File: src/rtl/uart_cmd_exec.sv
// Executes framed UART commands: bus write/read, ping or reject, then streams
// a three-byte response (status, LSB, MSB) to the UART transmitter.
module uart_cmd_exec #(
  parameter int TIMEOUT = 255
) (
  input  logic        clk,
  input  logic        reset,
  input  logic        cmdUpdate,
  input  logic [7:0]  cmd,
  input  logic [7:0]  addrLsb,
  input  logic [7:0]  addrMsb,
  input  logic [7:0]  dataLsb,
  input  logic [7:0]  dataMsb,
  output logic        busReq,
  output logic        busWe,
  output logic [15:0] busAddr,
  output logic [15:0] busWdata,
  input  logic [15:0] busRdata,
  input  logic        busAck,
  output logic        txStart,
  output logic [7:0]  txData,
  input  logic        txBusy,
  output logic        busy,
  output logic [7:0]  dropCnt
);

  localparam logic [2:0] IDLE    = 3'd0;
  localparam logic [2:0] BUS     = 3'd1;
  localparam logic [2:0] TX_SEND = 3'd2;
  localparam logic [2:0] TX_HOLD = 3'd3;
  localparam logic [2:0] TX_WAIT = 3'd4;

  // The last BUS cycle index without ack; reaching it means TIMEOUT cycles have elapsed.
  localparam logic [15:0] LAST_WAIT = 16'(TIMEOUT - 1);

  logic [2:0]  r_state;
  logic [7:0]  r_cmd;
  logic [15:0] r_busAddr;
  logic [15:0] r_busWdata;
  logic        r_busReq;
  logic        r_busWe;
  logic [15:0] r_waitCnt;
  logic [23:0] r_resp;
  logic [1:0]  r_idx;
  logic        r_txStart;
  logic [7:0]  r_txData;
  logic [7:0]  r_dropCnt;
  logic [7:0]  w_txByte;

  always_comb begin
    w_txByte = r_resp[7:0];
    case (r_idx)
      2'd0:    w_txByte = r_resp[7:0];
      2'd1:    w_txByte = r_resp[15:8];
      default: w_txByte = r_resp[23:16];
    endcase
  end

  always_ff @(posedge clk) begin
    if (reset) begin
      r_state    <= IDLE;
      r_cmd      <= 8'h00;
      r_busAddr  <= 16'h0000;
      r_busWdata <= 16'h0000;
      r_busReq   <= 1'b0;
      r_busWe    <= 1'b0;
      r_waitCnt  <= 16'h0000;
      r_resp     <= 24'h000000;
      r_idx      <= 2'd0;
      r_txStart  <= 1'b0;
      r_txData   <= 8'h00;
      r_dropCnt  <= 8'h00;
    end else begin
      r_txStart <= 1'b0;
      if (cmdUpdate && (r_state != IDLE) && (r_dropCnt != 8'hFF))
        r_dropCnt <= r_dropCnt + 8'd1;

      case (r_state)
        IDLE: begin
          if (cmdUpdate) begin
            r_busAddr  <= {addrMsb, addrLsb};
            r_busWdata <= {dataMsb, dataLsb};
            r_cmd      <= cmd;
            r_idx      <= 2'd0;
            r_waitCnt  <= 16'h0000;
            case (cmd)
              8'hA0: begin
                r_busWe  <= 1'b1;
                r_busReq <= 1'b1;
                r_state  <= BUS;
              end
              8'hA1: begin
                r_busWe  <= 1'b0;
                r_busReq <= 1'b1;
                r_state  <= BUS;
              end
              8'hA2: begin
                r_resp  <= {addrMsb, addrLsb, 8'h55};
                r_state <= TX_SEND;
              end
              default: begin
                r_resp  <= {16'h0000, 8'hCC};
                r_state <= TX_SEND;
              end
            endcase
          end
        end
        // Ack is checked first so it wins over a coincident timeout.
        BUS: begin
          if (busAck) begin
            r_busReq <= 1'b0;
            r_resp   <= (r_cmd == 8'hA0) ? {r_busWdata, 8'h55} : {busRdata, 8'h55};
            r_state  <= TX_SEND;
          end else if (r_waitCnt == LAST_WAIT) begin
            r_busReq <= 1'b0;
            r_resp   <= {16'h0000, 8'hEE};
            r_state  <= TX_SEND;
          end else begin
            r_waitCnt <= r_waitCnt + 16'd1;
          end
        end
        TX_SEND: begin
          if (!txBusy) begin
            r_txStart <= 1'b1;
            r_txData  <= w_txByte;
            r_state   <= TX_HOLD;
          end
        end
        // One blind cycle lets the transmitter raise txBusy after the start pulse.
        TX_HOLD: r_state <= TX_WAIT;
        TX_WAIT: begin
          if (!txBusy) begin
            if (r_idx < 2'd2) begin
              r_idx   <= r_idx + 2'd1;
              r_state <= TX_SEND;
            end else begin
              r_state <= IDLE;
            end
          end
        end
        default: r_state <= IDLE;
      endcase
    end
  end

  assign busReq   = r_busReq;
  assign busWe    = r_busWe;
  assign busAddr  = r_busAddr;
  assign busWdata = r_busWdata;
  assign txStart  = r_txStart;
  assign txData   = r_txData;
  assign busy     = (r_state != IDLE);
  assign dropCnt  = r_dropCnt;

endmodule
File: config.mk
export PLATFORM = sky130hd
export DESIGN_NAME = uart_cmd_exec
export DESIGN_NICKNAME = d
export VERILOG_FILES = /design/src/rtl/uart_cmd_exec.sv
export SDC_FILE = /design/constraint.sdc
export NUM_CORES = 1
export LEC_CHECK = 0
export BUFFER_PORTS_ARGS = -buffer_cell sky130_fd_sc_hd__buf_2
export CORE_ASPECT_RATIO = 2
export CORE_MARGIN = 2
export CORE_UTILIZATION = 55
export DETAILED_ROUTE_END_ITERATION = 12
export GPL_TIMING_DRIVEN = 0
export PLACE_DENSITY_LB_ADDON = 0.1
export SETUP_SLACK_MARGIN = 0.5
export SLEW_MARGIN = 0
export SYNTH_ARGS = -nofsm -noshare
export SYNTH_HDL_FRONTEND = slang
export SYNTH_SLANG_ARGS = --single-unit
export TNS_END_PERCENT = 50
File: constraint.sdc
create_clock -name clk -period 2.8 [get_ports clk]
set_input_delay 0.42 -clock clk [delete_from_list [all_inputs] [get_ports clk]]
set_output_delay 0.42 -clock clk [all_outputs]
set_load 0.005 [all_outputs]
==> impl_metrics.yaml, run 1 <==
grt:
  antenna_found_initial: 0
  grt_max_degree: 17
  grt_first_pass_wirelength_um: 26200
  grt.overflow.total: 0
  grt.total_usage_pct: 32.9
  grt_pass1_vias: 5284
place:
  dp.final_hpwl_um: 12700
  placed_area_um2: 5900
  place.gp.congestion: 0.975
  numPortBuffers: 111
die:
  row_count: 50
  initial_core_util_pct: 56.0
  fp.dieW_um: 72.9
  core-area_um2: 9320
  design.die.area_um2: 10300
  ios: 113
  die_h_um: 142
sta:
  rsz0062_at_grt: "false"
  worst_pin_slew_ns: 0.758
  relSlewSlack_pct: 49.4
  whs_ns: 0.304
  min_period_ns: 2.20
  setup_viol: 0
  drv_slew: 0
  finalSetupTns_ns: 0
  fin_crit_sh_pct: 78.7
  timing.fmax_ghz: 0.454
  finalHoldViolCount: 0
  fin_skew_ns: 0.00924
logic_synthesis:
  yosysMostFrequentCell: "nand2_1"
  synth_compound_area_share_pct: 23.1
  synth_top_cell_by_area: "dfxtp_1"
  synth_nets: 720
  avgSynthCellArea_um2: 7.98
  dominantRegCellSynth: "dfxtp_1"
  synthTopCellsByCount: "nand2_1, dfxtp_1, a21oi_1, a211oi_1, inv_1"
  synth_fa_ha_area_share_pct: 1.20
  seq_area_frac_synth_pct: 38.4
  synth_seq_cells: 100
  muxShareOfSynthArea_pct: 1.30
  synth_area_leaders: "dfxtp_1, nand2_1, a211oi_1"
  async_flop_share_pct: 0
  syn-instance-count: 654
  synth_top_family_by_area: "simple AND/OR/NAND/NOR gates"
  synth_edf_count: 0
  ys_types: 67
  yosys.area_share.xor_xnor_pct: 0.168
  synthDominantCellAreaShare_pct: 38.4
  synth_area_um2: 5220
  yosys.area_share.simple_pct: 27.9
  ys.warnings.count: 0
critical_path:
  critPathLaunch: "r_waitCnt[0]$_SDFFE_PP0P_"
  rr_startpoint: "r_waitCnt[0]$_SDFFE_PP0P_"
  cp.arrival_ns: 2.44
  crit_fanout: 9
  crit_type: "flop to flop"
  max_stage_delay_ns: 0.53
  end_kind: "flop"
  start_kind: "flop"
  worst_ep_required_time_ns: 3.04
  cp_cell_sequence: "inv_1 -> ha_1 -> nor4b_4 -> and4_1 -> buf_2 -> or4_4 -> mux2_4"
  slowest_stage: "or4_4"
clocking:
  clock-sinks: 100
  hold_buffers: 0
  clock_path_buffers: 2
  path_clk_slew_ns: 0.07
  numCtsBuffers: 9
  clock_latency_ns: 0.35
  cts_resized: 2
  cts-root-buf: "clkbuf_16"
  cts_tree: "done"
  htree_levels: 3
  post_cts_buffers: 0
detailed_routing:
  finalWirelength_um: 16600
  wl_per_cell_um: 18.8
  drt_iter0_drc: 401
  viasPerCell: 6.14
  drc: 0
  ant_nets: 0
  vias: 5432
  firstDrtPassIters: 5
power_and_ir_drop:
  power.density_nw_per_um2: 601
  p_int_uw: 2550
  p_clk_share_pct: 33.4
  p_total_uw: 3740
  combPwrFrac_pct: 23.3
  ir_worst_vdd_mv: 0.414
  cellLeakagePower_uw: 0.00248
  pwr-share-seq_pct: 43.3
  switchingPower_uw: 1200
  swShare_pct: 32.0
outcome:
  status: "finished, final reports clean"
cells_and_area:
  drive_gt1_share_pct: 23.2
  stdcell_area_um2: 6230
  fin_util_pct: 66.8
  insertedDiodeCount: 0
  layout.nets: 842
  area_growth_pct: 19.4
worst_hold_path:
  holdCritPathClass: "input pin to flop"
  min_from: "dataLsb[3]"
job:
  maxCapViolCount: 0
==> power groups by stage <==
stage | clock network [µW] | logic [µW] | registers [µW]
after floorplan | 0 | 522 | 1640
after global placement | 0 | 834 | 1650
after detailed placement | 0 | 853 | 1650
after CTS | 1250 | 864 | 1620
after global routing | 1310 | 956 | 1630
final | 1250 | 872 | 1620
==> critical path: cells and delay by family (launching register included) <==
kind                       cells  cell delay, ns
adders and majority gates      1            0.24
buffers and inverters          2            0.29
DFF                            1            0.41
muxes                          1            0.31
and+or+nand+nor                3            0.85
==> metal layers <==
layer / track usage (%) / part of all wire, % / vias up
li1: - / - / 2593
met1: 33.3 / 36 / 2573
met2: 60.8 / 54 / 202
met3: 5.82 / 4.3 / 64
met4: 18.5 / 5.7 / 0
met5: 0 / 0 / -
==> cells in the final DEF, fill, tap and decap left out, types with 8 or more instances in the layout <==
cell	netlist	routed
nor2_1	26	26
o211ai_1	8	8
o211ai_2	10	10
nor2b_1	11	11
a211oi_1	41	41
buf_2	18	129
o21ai_0	10	10
nand3_1	25	25
nand2_1	116	116
inv_1	41	41
a221oi_1	8	8
dfxtp_1	100	100
nand4_1	10	10
nor4_1	22	22
clkbuf_16	0	9
clkbuf_1	26	27
and2b_1	9	9
a21oi_1	58	58
==> cells by family (layout without fill, tap and decap cells) <==
family | count (synthesis) | in the layout
AO/OA/AOI/OAI | 171 | 171
XOR/XNOR | 1 | 1
adder cells (fa/ha/maj) | 5 | 5
buffers and inverters | 95 | 221
flip-flops | 100 | 100
multiplexers | 6 | 6
AND/OR/NAND/NOR | 276 | 276
==> path summary, 6_finish.rpt <==
path              slack, ns                    endpoint  cells past startpoint
setup / recovery       0.60  r_waitCnt[13]$_SDFFE_PP0P_                      7
hold / removal         0.30    busWdata[3]$_SDFFE_PP0P_                      3
setup reg to reg       0.60  r_waitCnt[13]$_SDFFE_PP0P_                      7
hold reg to reg        0.46    busAddr[10]$_SDFFE_PP0P_                      2
==> through the flow <==
step	std cells	worst slack, ns
after floorplan	654	0.799
after global placement	869	0.456
after detailed placement	869	0.432
after CTS	884	0.560
after global routing	884	0.523
final	884	0.597
==> state kept, by name, summed over array words and instances (netlist names) <==
| name | count |
|---|---|
| r_resp | 20 |
| busAddr | 16 |
| busWdata | 16 |
| r_waitCnt | 16 |
| dropCnt | 8 |
| r_cmd | 8 |
| txData | 8 |
| r_state | 3 |
| r_idx | 2 |
| busReq | 1 |
| busWe | 1 |
| txStart | 1 |
==> final cells by class <==
| class | instances | area [µm²] |
|---|---|---|
| inverters | 41 | 154 |
| plain buffers | 54 | 260 |
| flip-flops and latches | 100 | 2000 |
| well taps | 104 | 130 |
| fillers | 847 | 3090 |
| clock buffers | 10 | 229 |
| multi-input cells | 459 | 2830 |
| clock inverters | 5 | 62.6 |
| repair buffers | 111 | 556 |
Power figures use the tool's default switching activity.
==> inputs of run 2 (changes only) <==
clock period = 2.2 ns   (was 2.8 ns; I/O delays follow)
==> run 2 against run 1 <==
  * Clock skew down 0.00094 ns
  * Combinational power up 110%
  * Cell count up 6.1%
  * Via count up 11%
  * Largest cell class unchanged
  * Highest routed layer unchanged
==> impl_metrics.yaml, run 2 (same netlist as run 1, synthesis figures left out) <==
cells_and_area:
  fin_util_pct: 82.6
  regMostFlops: "r_resp"
  layout.nets: 895
  final_cell_mix: "buf_2, nand2_1, dfxtp_1"
  final_common_cell: "buf_2"
  largest_register_ffs: 20
  drive_gt1_share_pct: 40.4
  insertedDiodeCount: 0
  area_growth_pct: 47.7
critical_path:
  end_kind: "flop"
  cp.arrival_ns: 2.30
  max_stage_delay_ns: 0.45
  cp.depth: 5
  crit_fanout: 3
  cp_num_buf_inv: 1
  slowest_stage: "or3_4"
  ff2ff_path_depth: 5
  cp_top_family: "simple AND/OR/NAND/NOR gates"
  crit_type: "flop to flop"
  start_kind: "flop"
  cp_cell_sequence: "buf_6 -> nand4_1 -> or3_4 -> or4_4 -> mux2_4"
  worst_ep_required_time_ns: 2.45
sta:
  timing.fmax_ghz: 0.488
  relSlewSlack_pct: 49.7
  fin_skew_ns: 0.00831
  min_period_ns: 2.05
  drv_slew: 0
  setup_viol: 0
  worst_pin_slew_ns: 0.754
  finalHoldViolCount: 0
  rsz0062_at_grt: "true"
  fin_crit_sh_pct: 93.1
  whs_ns: 0.206
grt:
  use_met3_pct: 5.75
  antenna_found_initial: 0
  grt_max_degree: 17
  use_met1_pct: 35.4
  grt_first_pass_wirelength_um: 27000
  grt_pass1_vias: 5559
  grt.total_usage_pct: 34.0
  top_usage_layer: "met2"
  grtUsageMet2_pct: 60.7
  grt.overflow.total: 0
detailed_routing:
  viasPerCell: 6.42
  vias: 6026
  wl_per_cell_um: 21.7
  firstDrtPassIters: 5
  ant_nets: 0
  finalWirelength_um: 20400
  drt_iter0_drc: 560
  drc: 0
clocking:
  cts-root-buf: "clkbuf_16"
  clock_latency_ns: 0.36
  cts_tree: "done"
  hold_buffers: 0
  clock_path_buffers: 2
  htree_levels: 3
  path_clk_slew_ns: 0.07
  clock-sinks: 100
  numCtsBuffers: 9
die:
  die_h_um: 142
  row_count: 50
  initial_core_util_pct: 56.0
  core-area_um2: 9320
  design.die.area_um2: 10300
  fp.dieW_um: 72.9
  ios: 113
place:
  dp.final_hpwl_um: 12600
  numPortBuffers: 111
  place.gp.congestion: 0.920
outcome:
  status: "finished, final reports clean"
power_and_ir_drop:
  ir_worst_vdd_mv: 0.657
  power.density_nw_per_um2: 742
  cellLeakagePower_uw: 0.00321
job:
  maxCapViolCount: 0
worst_hold_path:
  holdCritPathClass: "input pin to flop"
  holdPathStages: 3
## run 2: cell type report
cell class | count | area [µm²]
multi-input cells | 460 | 3450
fillers | 554 | 1620
well taps | 104 | 130
plain buffers | 54 | 490
clock inverters | 5 | 83.8
repair buffers | 163 | 1140
flip-flops and latches | 100 | 2010
clock buffers | 11 | 243
inverters | 41 | 154
## run 2: per-layer routing
layer | up-vias | share of wire (%)
li1 | 2713 | -
met1 | 2859 | 34
met2 | 333 | 52
met3 | 121 | 6.2
met4 | 0 | 7.8
met5 | - | 0
## run 2: path summary, 6_finish.rpt
kind | start | endpoint | slack [ns]
setup / recovery | r_waitCnt[0]$_SDFFE_PP0P_ | r_waitCnt[13]$_SDFFE_PP0P_ | 0.15
hold / removal | dataLsb[0] | busWdata[0]$_SDFFE_PP0P_ | 0.21
setup reg to reg | r_waitCnt[0]$_SDFFE_PP0P_ | r_waitCnt[13]$_SDFFE_PP0P_ | 0.15
hold reg to reg | busAddr[15]$_SDFFE_PP0P_ | busAddr[15]$_SDFFE_PP0P_ | 0.46
## run 2: power by group
group          total [µW]  internal, µW  leakage [µW]  switching, µW
clock                1770          1030      0.000152            736
combinational        1860           867       0.00224            993
sequential           2090          1960      0.000818            124
## run 2: per-stage QoR
step	instances	TNS [ns]	instance area, µm²	setup slack, ns	power (µW)
2_1_floorplan	654	0	5270	0.273	2760
3_3_place_gp	869	-0.148	5960	-0.0402	3160
3_5_place_dp	869	-0.309	5960	-0.0878	3190
4_1_cts	905	0	6760	0.252	5140
5_1_grt	938	0	7700	0.00555	5900
6_report	938	0	7700	0.153	5720
## run 2: worst reg2reg max path: cells and delay by family (launching register included)
family / cells / cell delay [ns]
DFF: 1 / 0.35
muxes: 1 / 0.31
and+or+nand+nor: 3 / 1.19
buffers and inverters: 1 / 0.10
## run 2: timing repair
| item | 4_1_cts | 5_1_grt |
|---|---|---|
| setup buffers | 19 | 25 |
| endpoints found under the setup margin | 98 | 98 |
| pin swaps | 10 | 69 |
| resized for setup | 84 | 146 |
| gates cloned | 1 | 8 |
| hold endpoints to repair | 0 | 0 |
